==> config.mk <==
export PLATFORM = sky130hd
export DESIGN_NAME = quantize_core_flat
export DESIGN_NICKNAME = d
export VERILOG_FILES = /design/src/rtl/quantize_core_if.sv /design/src/rtl/quantize_core.sv /design/src/flat_wrapper.sv
export SDC_FILE = /design/constraint.sdc
export NUM_CORES = 1
export LEC_CHECK = 0
export CAP_MARGIN = 10
export CORE_AREA = 2 2 160 162
export DETAILED_ROUTE_END_ITERATION = 6
export DIE_AREA = 0 0 162 164
export PLACE_DENSITY_LB_ADDON = 0.1
export SYNTH_ARGS = -nofsm -noshare
export SYNTH_HDL_FRONTEND = slang
export SYNTH_SLANG_ARGS = --single-unit
==> constraint.sdc <==
create_clock -name clk -period 7.2 [get_ports clk]
set_input_delay 0.72 -clock clk [delete_from_list [all_inputs] [get_ports clk]]
set_output_delay 0.72 -clock clk [all_outputs]
set_load 0.01 [all_outputs]
==> src/rtl/quantize_core_if.sv <==
// Operand/result handshake bundle for quantize_core; satFlag exists only when
// QUANTIZE_SAT_FLAG_EN is defined.
interface quantize_core_if #(
  parameter int OUT_W = 8
);
  logic             inValid;
  logic             inReady;
  logic [31:0]      inputFP;
  logic [31:0]      scale;
  logic             outValid;
  logic             outReady;
  logic [OUT_W-1:0] outputInt;
  logic [31:0]      scaledFp32;
`ifdef QUANTIZE_SAT_FLAG_EN
  logic             satFlag;
`endif

  modport master (
    output inValid,
    output inputFP,
    output scale,
    output outReady,
    input  inReady,
    input  outValid,
    input  outputInt,
    input  scaledFp32
`ifdef QUANTIZE_SAT_FLAG_EN
    , input satFlag
`endif
  );

  modport slave (
    input  inValid,
    input  inputFP,
    input  scale,
    input  outReady,
    output inReady,
    output outValid,
    output outputInt,
    output scaledFp32
`ifdef QUANTIZE_SAT_FLAG_EN
    , output satFlag
`endif
  );
endinterface

==> src/rtl/quantize_core.sv <==
// Quantizes inputFP/scale to a saturated OUT_W-bit integer via a bit-serial fp32 divider.
// Define QUANTIZE_SAT_FLAG_EN to add the registered satFlag output.
module quantize_core #(
  parameter int OUT_W      = 8,
  parameter int ROUND_MODE = 0
) (
  input  logic            clk,
  input  logic            rst,
  quantize_core_if.slave  bus
);

  typedef enum logic [1:0] {IDLE, DIV, ROUND, DONE} state_t;

  localparam logic [18:0]      MAG_POS = 19'((1 << (OUT_W - 1)) - 1);
  localparam logic [18:0]      MAG_NEG = 19'(1 << (OUT_W - 1));
  localparam logic [OUT_W-1:0] POS_LIM = {1'b0, {(OUT_W - 1){1'b1}}};
  localparam logic [OUT_W-1:0] NEG_LIM = {1'b1, {(OUT_W - 1){1'b0}}};

  state_t           state_q, state_d;
  logic [4:0]       cnt_q, cnt_d;
  logic [31:0]      aFp_q, aFp_d;
  logic [31:0]      bFp_q, bFp_d;
  logic [24:0]      rem_q, rem_d;
  logic [25:0]      quo_q, quo_d;
  logic [OUT_W-1:0] outInt_q, outInt_d;
  logic [31:0]      scaledFp_q, scaledFp_d;
  logic             outValid_q, outValid_d;
`ifdef QUANTIZE_SAT_FLAG_EN
  logic             satFlag_q, satFlag_d;
`endif

  logic [24:0]        divisor;
  logic               resSign;
  logic [7:0]         expA, expB;
  logic signed [10:0] expDiff, expRes;
  logic               normHi;
  logic [22:0]        resFrac;
  logic               aNan, bNan, aInf, bInf, aZero, bZero;

  assign divisor = {2'b01, bFp_q[22:0]};
  assign resSign = aFp_q[31] ^ bFp_q[31];
  assign expA    = aFp_q[30:23];
  assign expB    = bFp_q[30:23];
  assign expDiff = $signed({3'b000, expA}) - $signed({3'b000, expB});
  assign normHi  = quo_q[25];
  assign expRes  = expDiff + 11'sd127 - (normHi ? 11'sd0 : 11'sd1);
  assign resFrac = normHi ? quo_q[24:2] : quo_q[23:1];

  // Denormals are treated as zero on both operands.
  assign aNan  = (expA == 8'hFF) && (aFp_q[22:0] != 23'd0);
  assign bNan  = (expB == 8'hFF) && (bFp_q[22:0] != 23'd0);
  assign aInf  = (expA == 8'hFF) && (aFp_q[22:0] == 23'd0);
  assign bInf  = (expB == 8'hFF) && (bFp_q[22:0] == 23'd0);
  assign aZero = (expA == 8'h00);
  assign bZero = (expB == 8'h00);

  logic [31:0]      qExt, halfMask;
  logic [5:0]       shAmt;
  logic [18:0]      intMag, magRnd, magFinal, negMag;
  logic             halfBit, lowBits, roundUp, roundSat;
  logic [OUT_W-1:0] roundInt;
  logic [31:0]      roundFp;

  // Quotient value is quo_q * 2^(expDiff-25); shAmt drops the fractional bits.
  always_comb begin
    qExt     = {6'd0, quo_q};
    shAmt    = 6'(11'sd25 - expDiff);
    intMag   = 19'(qExt >> shAmt);
    halfMask = 32'd1 << (shAmt - 6'd1);
    halfBit  = |(qExt & halfMask);
    lowBits  = (|(qExt & (halfMask - 32'd1))) | (|rem_q);
    roundUp  = (ROUND_MODE == 0) && halfBit && (lowBits || intMag[0]);
    magRnd   = intMag + {18'd0, roundUp};
    magFinal = magRnd;
    roundSat = 1'b0;
    roundFp  = {resSign, expRes[7:0], resFrac};

    if (expDiff > 11'sd16) begin
      roundSat = 1'b1;
    end else if (expDiff < -11'sd2) begin
      magFinal = 19'd0;
    end else if (resSign ? (magRnd > MAG_NEG) : (magRnd > MAG_POS)) begin
      roundSat = 1'b1;
    end

    if (expRes > 11'sd254) begin
      roundFp  = {resSign, 8'hFF, 23'd0};
      roundSat = 1'b1;
    end else if (expRes < 11'sd1) begin
      roundFp  = {resSign, 31'd0};
    end

    if (aNan || bNan || (aZero && bZero) || (aInf && bInf)) begin
      roundFp  = 32'h7FC0_0000;
      magFinal = 19'd0;
      roundSat = 1'b0;
    end else if (aZero || bInf) begin
      roundFp  = {resSign, 31'd0};
      magFinal = 19'd0;
      roundSat = 1'b0;
    end else if (aInf || bZero) begin
      roundFp  = {resSign, 8'hFF, 23'd0};
      roundSat = 1'b1;
    end

    negMag = 19'd0 - magFinal;
    if (roundSat) begin
      roundInt = resSign ? NEG_LIM : POS_LIM;
    end else begin
      roundInt = resSign ? negMag[OUT_W-1:0] : magFinal[OUT_W-1:0];
    end
  end

  always_comb begin
    state_d = state_q;
    case (state_q)
      IDLE:    if (bus.inValid) state_d = DIV;
      DIV:     if (cnt_q == 5'd25) state_d = ROUND;
      ROUND:   state_d = DONE;
      DONE:    if (bus.outReady) state_d = IDLE;
      default: state_d = IDLE;
    endcase
  end

  // Restoring division: one quotient bit per DIV cycle, integer bit first.
  always_comb begin
    aFp_d      = aFp_q;
    bFp_d      = bFp_q;
    rem_d      = rem_q;
    quo_d      = quo_q;
    cnt_d      = cnt_q;
    outInt_d   = outInt_q;
    scaledFp_d = scaledFp_q;
    outValid_d = outValid_q;
`ifdef QUANTIZE_SAT_FLAG_EN
    satFlag_d  = satFlag_q;
`endif
    case (state_q)
      IDLE: begin
        if (bus.inValid) begin
          aFp_d = bus.inputFP;
          bFp_d = bus.scale;
          rem_d = {2'b01, bus.inputFP[22:0]};
          quo_d = 26'd0;
          cnt_d = 5'd0;
        end
      end
      DIV: begin
        if (rem_q >= divisor) begin
          rem_d = (rem_q - divisor) << 1;
          quo_d = {quo_q[24:0], 1'b1};
        end else begin
          rem_d = rem_q << 1;
          quo_d = {quo_q[24:0], 1'b0};
        end
        cnt_d = cnt_q + 5'd1;
      end
      ROUND: begin
        outInt_d   = roundInt;
        scaledFp_d = roundFp;
        outValid_d = 1'b1;
`ifdef QUANTIZE_SAT_FLAG_EN
        satFlag_d  = roundSat;
`endif
      end
      DONE: begin
        if (bus.outReady) outValid_d = 1'b0;
      end
      default: ;
    endcase
  end

  always_ff @(posedge clk or posedge rst) begin
    if (rst) begin
      state_q    <= IDLE;
      cnt_q      <= 5'd0;
      aFp_q      <= 32'd0;
      bFp_q      <= 32'd0;
      rem_q      <= 25'd0;
      quo_q      <= 26'd0;
      outInt_q   <= '0;
      scaledFp_q <= 32'd0;
      outValid_q <= 1'b0;
`ifdef QUANTIZE_SAT_FLAG_EN
      satFlag_q  <= 1'b0;
`endif
    end else begin
      state_q    <= state_d;
      cnt_q      <= cnt_d;
      aFp_q      <= aFp_d;
      bFp_q      <= bFp_d;
      rem_q      <= rem_d;
      quo_q      <= quo_d;
      outInt_q   <= outInt_d;
      scaledFp_q <= scaledFp_d;
      outValid_q <= outValid_d;
`ifdef QUANTIZE_SAT_FLAG_EN
      satFlag_q  <= satFlag_d;
`endif
    end
  end

  assign bus.inReady    = (state_q == IDLE);
  assign bus.outValid   = outValid_q;
  assign bus.outputInt  = outInt_q;
  assign bus.scaledFp32 = scaledFp_q;
`ifdef QUANTIZE_SAT_FLAG_EN
  assign bus.satFlag    = satFlag_q;
`endif

endmodule

==> src/flat_wrapper.sv <==
// flat-port wrapper written by rule: the top's interface ports become plain ports
module quantize_core_flat 
#(
  parameter int OUT_W      = 8,
  parameter int ROUND_MODE = 0
)
  (clk, rst, bus_inValid, bus_inputFP, bus_scale, bus_outReady, bus_inReady, bus_outValid, bus_outputInt, bus_scaledFp32);
  quantize_core_if #(.OUT_W(OUT_W)) bus_i ();
  input  logic clk;
  input  logic rst;
  input wire logic [$bits(bus_i.inValid)-1:0] bus_inValid;
  input wire logic [$bits(bus_i.inputFP)-1:0] bus_inputFP;
  input wire logic [$bits(bus_i.scale)-1:0] bus_scale;
  input wire logic [$bits(bus_i.outReady)-1:0] bus_outReady;
  output wire logic [$bits(bus_i.inReady)-1:0] bus_inReady;
  output wire logic [$bits(bus_i.outValid)-1:0] bus_outValid;
  output wire logic [$bits(bus_i.outputInt)-1:0] bus_outputInt;
  output wire logic [$bits(bus_i.scaledFp32)-1:0] bus_scaledFp32;
  assign bus_i.inValid = bus_inValid;
  assign bus_i.inputFP = bus_inputFP;
  assign bus_i.scale = bus_scale;
  assign bus_i.outReady = bus_outReady;
  assign bus_inReady = bus_i.inReady;
  assign bus_outValid = bus_i.outValid;
  assign bus_outputInt = bus_i.outputInt;
  assign bus_scaledFp32 = bus_i.scaledFp32;
  quantize_core #(.OUT_W(OUT_W), .ROUND_MODE(ROUND_MODE)) u_core (.clk(clk), .rst(rst), .bus(bus_i));
endmodule
Yosys cells after proc, flatten, opt, wreduce, memory -nomap -nowiden
Cells that the tools add are included.
Widths: inputs -> output; s select.
- register bits after elaboration: 163
- bits in latches: 0
- RAM bits: 0
- ROM bits: 0
- input port bits: 68
- output and inout port bits: 42
- logic and storage cells: 106
- memories: 0
- add/subtract/negate cells: 10
- multiply operators: 0
- div/mod/pow operators: 0
- order comparisons: 7
- equality and inequality tests: 9
- shift-type cells: 2
- muxes and demuxes: 36
- bitwise gates (word level): 4
- reduce and logical (&&, ||, !) cells: 29
- operator list (operator ; number):
    $mux 31 ; 4
    $and 26x32->32 ; 2
    $reduce_or 32->1 ; 2
    $mux 8 ; 7
    $pmux 26 s2 ; 1
    $mux 25 ; 2
    $pmux 25 s2 ; 1
    $logic_not 23->1 ; 2
    $reduce_bool 23->1 ; 2
    $mux 32 ; 1
    $shl 1x6->32 const A ; 1
    $sub 32x1->32 const B ; 1
    $mux 26 ; 1
    $shr 26x6->19 ; 1
    $ge 25x24->1 ; 1
    $reduce_or 25->1 ; 1
    $sub 24x24->24 ; 1
    $mux 23 ; 1
    $add 19x1->19 ; 1
    $gt 19x7->1 const B ; 1
    $gt 19x8->1 const B ; 1
    $eq 8x8->1 const B ; 2
    $logic_not 8->1 ; 2
    $gt 11x9->1 const B ; 1
    other kinds (29) ; 57

Longest topological paths before layout
- depth after elaboration: 21
- gate-level depth with buffers: 33
- gate-level depth less buffers: 32

Least setup slack after synthesis
No wires, ideal clock.
- kind: reg2reg
- from: register u_core.aFp_q[23]
- to: register u_core.outInt_q[6], in the netlist u_core.bus.outputInt[6]
- arrival time: 6879 ps
- slack: 221 ps
- stages on the path, launching flop included: 34
- path buffers: 2
- clock period less this slack: 6979 ps
- path through: dfrtp_1 inv_1 ha_1 inv_1 fa_1 buf_2 inv_1 buf_1 ha_1 nor2b_1 nand2_1 or3_1 a31oi_4 o21ai_1 nor2_1 nand2_1 ha_1 nor2b_1 nor3_1 nand4_1 nor2_1 o311ai_0 o41a_1 a2111oi_0 nand3_1 nor4_1 nand4_1 o31ai_2 ha_1 and2_1 a31oi_1 o311ai_0 nor3b_1 o32ai_1
- word-level cells in the longest chain between the ends: 21
- elaborated cells on any way between the ends: 47
- those cells by class: add/sub (8); order compare (5); eq/ne (1); shift (2); mux (14); bitwise (3); reduce/logical (14)
- RTL lines (what ; RTL line ; text):
    start, declared ; quantize_core.sv:21 ; logic [31:0] aFp_q, aFp_d;
    start signal, assigned ; quantize_core.sv:190 ; aFp_q <= aFp_d;
    $sub 8x8->9 ; quantize_core.sv:44 ; assign expDiff = $signed({3'b000, expA}) - $signed({3'b000, expB});
    $sub 6x6->6 ; quantize_core.sv:67 ; shAmt = 6'(11'sd25 - expDiff);
    $sub 6x1->6 ; quantize_core.sv:69 ; halfMask = 32'd1 << (shAmt - 6'd1);
    $shl 1x6->32 ; quantize_core.sv:69 ;
    $sub 32x1->32 ; quantize_core.sv:71 ; lowBits = (|(qExt & (halfMask - 32'd1))) | (|rem_q);
    $and 26x32->32 ; quantize_core.sv:71 ;
    $reduce_or 32->1 ; quantize_core.sv:71 ;
    $or 1x1->1 ; quantize_core.sv:71 ;
    (+4 left out) ; -- ;
    $mux 1 (2 in series) ; quantize_core.sv:82 ; end else if (resSign ? (magRnd > MAG_NEG) : (magRnd > MAG_POS)) begin
    $mux 1 ; quantize_core.sv:80 ; end else if (expDiff < -11'sd2) begin
    $mux 1 ; quantize_core.sv:78 ; if (expDiff > 11'sd16) begin
    $mux 1 ; quantize_core.sv:86 ; if (expRes > 11'sd254) begin
    $mux 1 ; quantize_core.sv:101 ; end else if (aInf || bZero) begin
    $mux 1 ; quantize_core.sv:97 ; end else if (aZero || bInf) begin
    $mux 1 ; quantize_core.sv:93 ; if (aNan || bNan || (aZero && bZero) || (aInf && bInf)) begin
    $mux 8 (*) ; quantize_core.sv:107 ; if (roundSat) begin
    end signal, assigned ; quantize_core.sv:194 ; outInt_q <= outInt_d;
    end, declared ; quantize_core.sv:25 ; logic [OUT_W-1:0] outInt_q, outInt_d;
Every way passes the cells marked *; elsewhere a longest branch is shown, timed or not.
A chain may end at the register's enable or synchronous reset.

Worst setup path after layout
- from: register u_core.aFp_q[23]
- to: register u_core.outInt_q[7], in the netlist u_core.bus.outputInt[7]
Same word-level chain as after synthesis.

==> metrics.yaml <==
seq_area_frac_synth: 0.308
synth_nets: 1619
arrival_ns: 7.13
syn_area_um2: 13200
slowest_delay_ns: 0.72
antenna_left: 0
clock_latency_ns: 0.45
clock.fmax_ghz: 0.147
drt_wl_total_mm: 41.4
grt_usage: 0.315
hp-class: "flop to flop"
final_util: 0.617
fin_worst_skew_ns: 0.0179
layout.nets: 1688
hpwlAfterDp_mm: 30.1
required_ns: 7.51
wl_per_cell_um: 21.7
io_buffers: 109
slew_viol_final: 0
drive_gt1_frac: 0.146
fin_crit_ns: 6.82
grt_overflow: 0
synth_cell_types: 105
area_delta_synth_final_pct: 15.7
cts_buffers: 17
final-setup-viol-count: 0
netlist.top_cell.by_area: "dfrtp_1"
synth-edff-count: 0
start_kind: "flop"
diodes: 0
vias: 12289
syn_inst: 1496
hold_violations: 0
fillers: 2241
rrSetupSlack_ns: 0.38
r2r_cells: 28
core_area_um2: 24800
grt_start_max_net_pins: 91
path_common_cell: "inv_1"
final_common_cell: "dfrtp_1"
initial_core_util: 0.533
dieArea_um2: 26600
gp_congestion: 1.01
synthArstFlopShare: 1.00
ys_ff_latch: 163
drtIter0Drc: 1052
crit_path_max_fanout: 10
boundaryPins: 110
post-place-ws_ns: 0.0722
worst_path_max_delay_cell: "xor2_1"
setup_ws_ns: 0.380
antenna_found_initial: 0
first_pass_iters: 5
cts_root_buf: "clkbuf_16"
post-route-period-util: 0.947
yosysWarnings: 0
cp-end-kind: "flop"
synth_area_leaders: "dfrtp_1 31%, mux2_2 6.9%, ha_1 5.0%"
ctsHtreeMaxLevel: 4
slew_headroom: 0.227
worstMarginPinSlew_ns: 1.16
grt_pass1_wl_mm: 66.0
final_cell_mix: "163 x dfrtp_1, 125 x nor2_1, 122 x nand2_1"
hold_buffers: 0
vias_per_cell: 6.44
holdPathStages: 1
cts_tree: "yes"
die_w_um: 162
rsz0062_at_grt: "true"
synth_top_area_share: 0.308
die-height_um: 164
grt_pass1_vias: 11987
ys.flop_type: "dfrtp_1"
drc: 0
avgSynthCellArea_um2: 8.84
crit_type: "flop to flop"
fp-row-count: 58
cap_violations: 0
clockBufferDepth: 2
clk_pin_slew_ns: 0.08
clock-sinks: 163
status: "finished clean"
[kinds of logic after synthesis]
group | synth area share
xor gates and xnor gates | 0.0421
DFF | 0.308
and+or+nand+nor | 0.176
buffers and inverters | 0.0535
AOI/OAI and AO/OA | 0.224
muxes | 0.143
adders and majority gates | 0.0531
[sequential cells by signal, indices dropped and copies added, names as in the netlist]
name,flops
u_core.aFp_q,32
u_core.bFp_q,32
u_core.bus.scaledFp32,32
u_core.quo_q,26
u_core.rem_q,25
u_core.bus.outputInt,8
u_core.cnt_q,5
u_core.state_q,2
u_core.bus.outValid,1
[cell usage after synthesis, types with 35 or more instances]
library cell and number:
mux2i_1 56, nor2_1 126, dfrtp_1 163, o21ai_0 84, clkbuf_1 71, nor3_1 37, a21oi_1 102, nand2_1 123
ha_1 53, nand3_1 35, mux2_2 81, inv_1 70
[final timing paths]
check / from / end
setup / recovery: u_core.aFp_q[23] / u_core.bus.outputInt[7]
hold / removal: u_core.bus.scaledFp32[2] / u_core.bus.scaledFp32[2]
setup reg to reg: u_core.aFp_q[23] / u_core.bus.outputInt[7]
hold reg to reg: u_core.bus.scaledFp32[2] / u_core.bus.scaledFp32[2]
max in group asynchronous: rst / u_core.bus.scaledFp32[5]
min in group asynchronous: rst / u_core.aFp_q[15]
[worst max-delay path, delay by kind of cell, from the launching register on]
kind | cells | cell delay [ns]
AO/OA/AOI/OAI | 10 | 2.21
AND/OR/NAND/NOR | 7 | 1.37
adder cells (fa/ha/maj) | 4 | 1.17
XOR/XNOR | 2 | 0.94
buffers and inverters | 5 | 0.60
flip-flops | 1 | 0.40
[cell type report]
type	count	area, um2	area share
multi-input cells	1157	8480	0.554
flip-flops and latches	163	4080	0.266
repair buffers	154	1430	0.0936
clock buffers	17	425	0.0278
well taps	330	413	0.0270
inverters	72	275	0.0180
clock inverters	15	203	0.0132
[through the flow]
stage	area (um2)	hold slack [ns]	std cells	setup TNS, ns
after floorplan	13200	0.480	1496	0
after global placement	14600	0.468	1872	0
after detailed placement	14600	0.472	1872	0
after CTS	15200	0.496	1904	0
after global routing	15300	0.505	1908	-0.0716
final	15300	0.489	1908	0
[metal layers]
layer  vias to the layer above  share of wire  GRT usage
met2                       465           0.47      0.513
met3                        99          0.054     0.0414
met5                         -              0          0
li1                       5702              -          -
met4                         0          0.041      0.128
met1                      6023           0.43      0.428
[repair_timing]
item	4_1_cts	5_1_grt
setup buffers	0	4
resized for setup	0	10
endpoints found under the setup margin	0	8
Power is left out: the tool's default activity adds up to more than one toggle a clock period on the data nets, which glitch-free logic cannot reach.
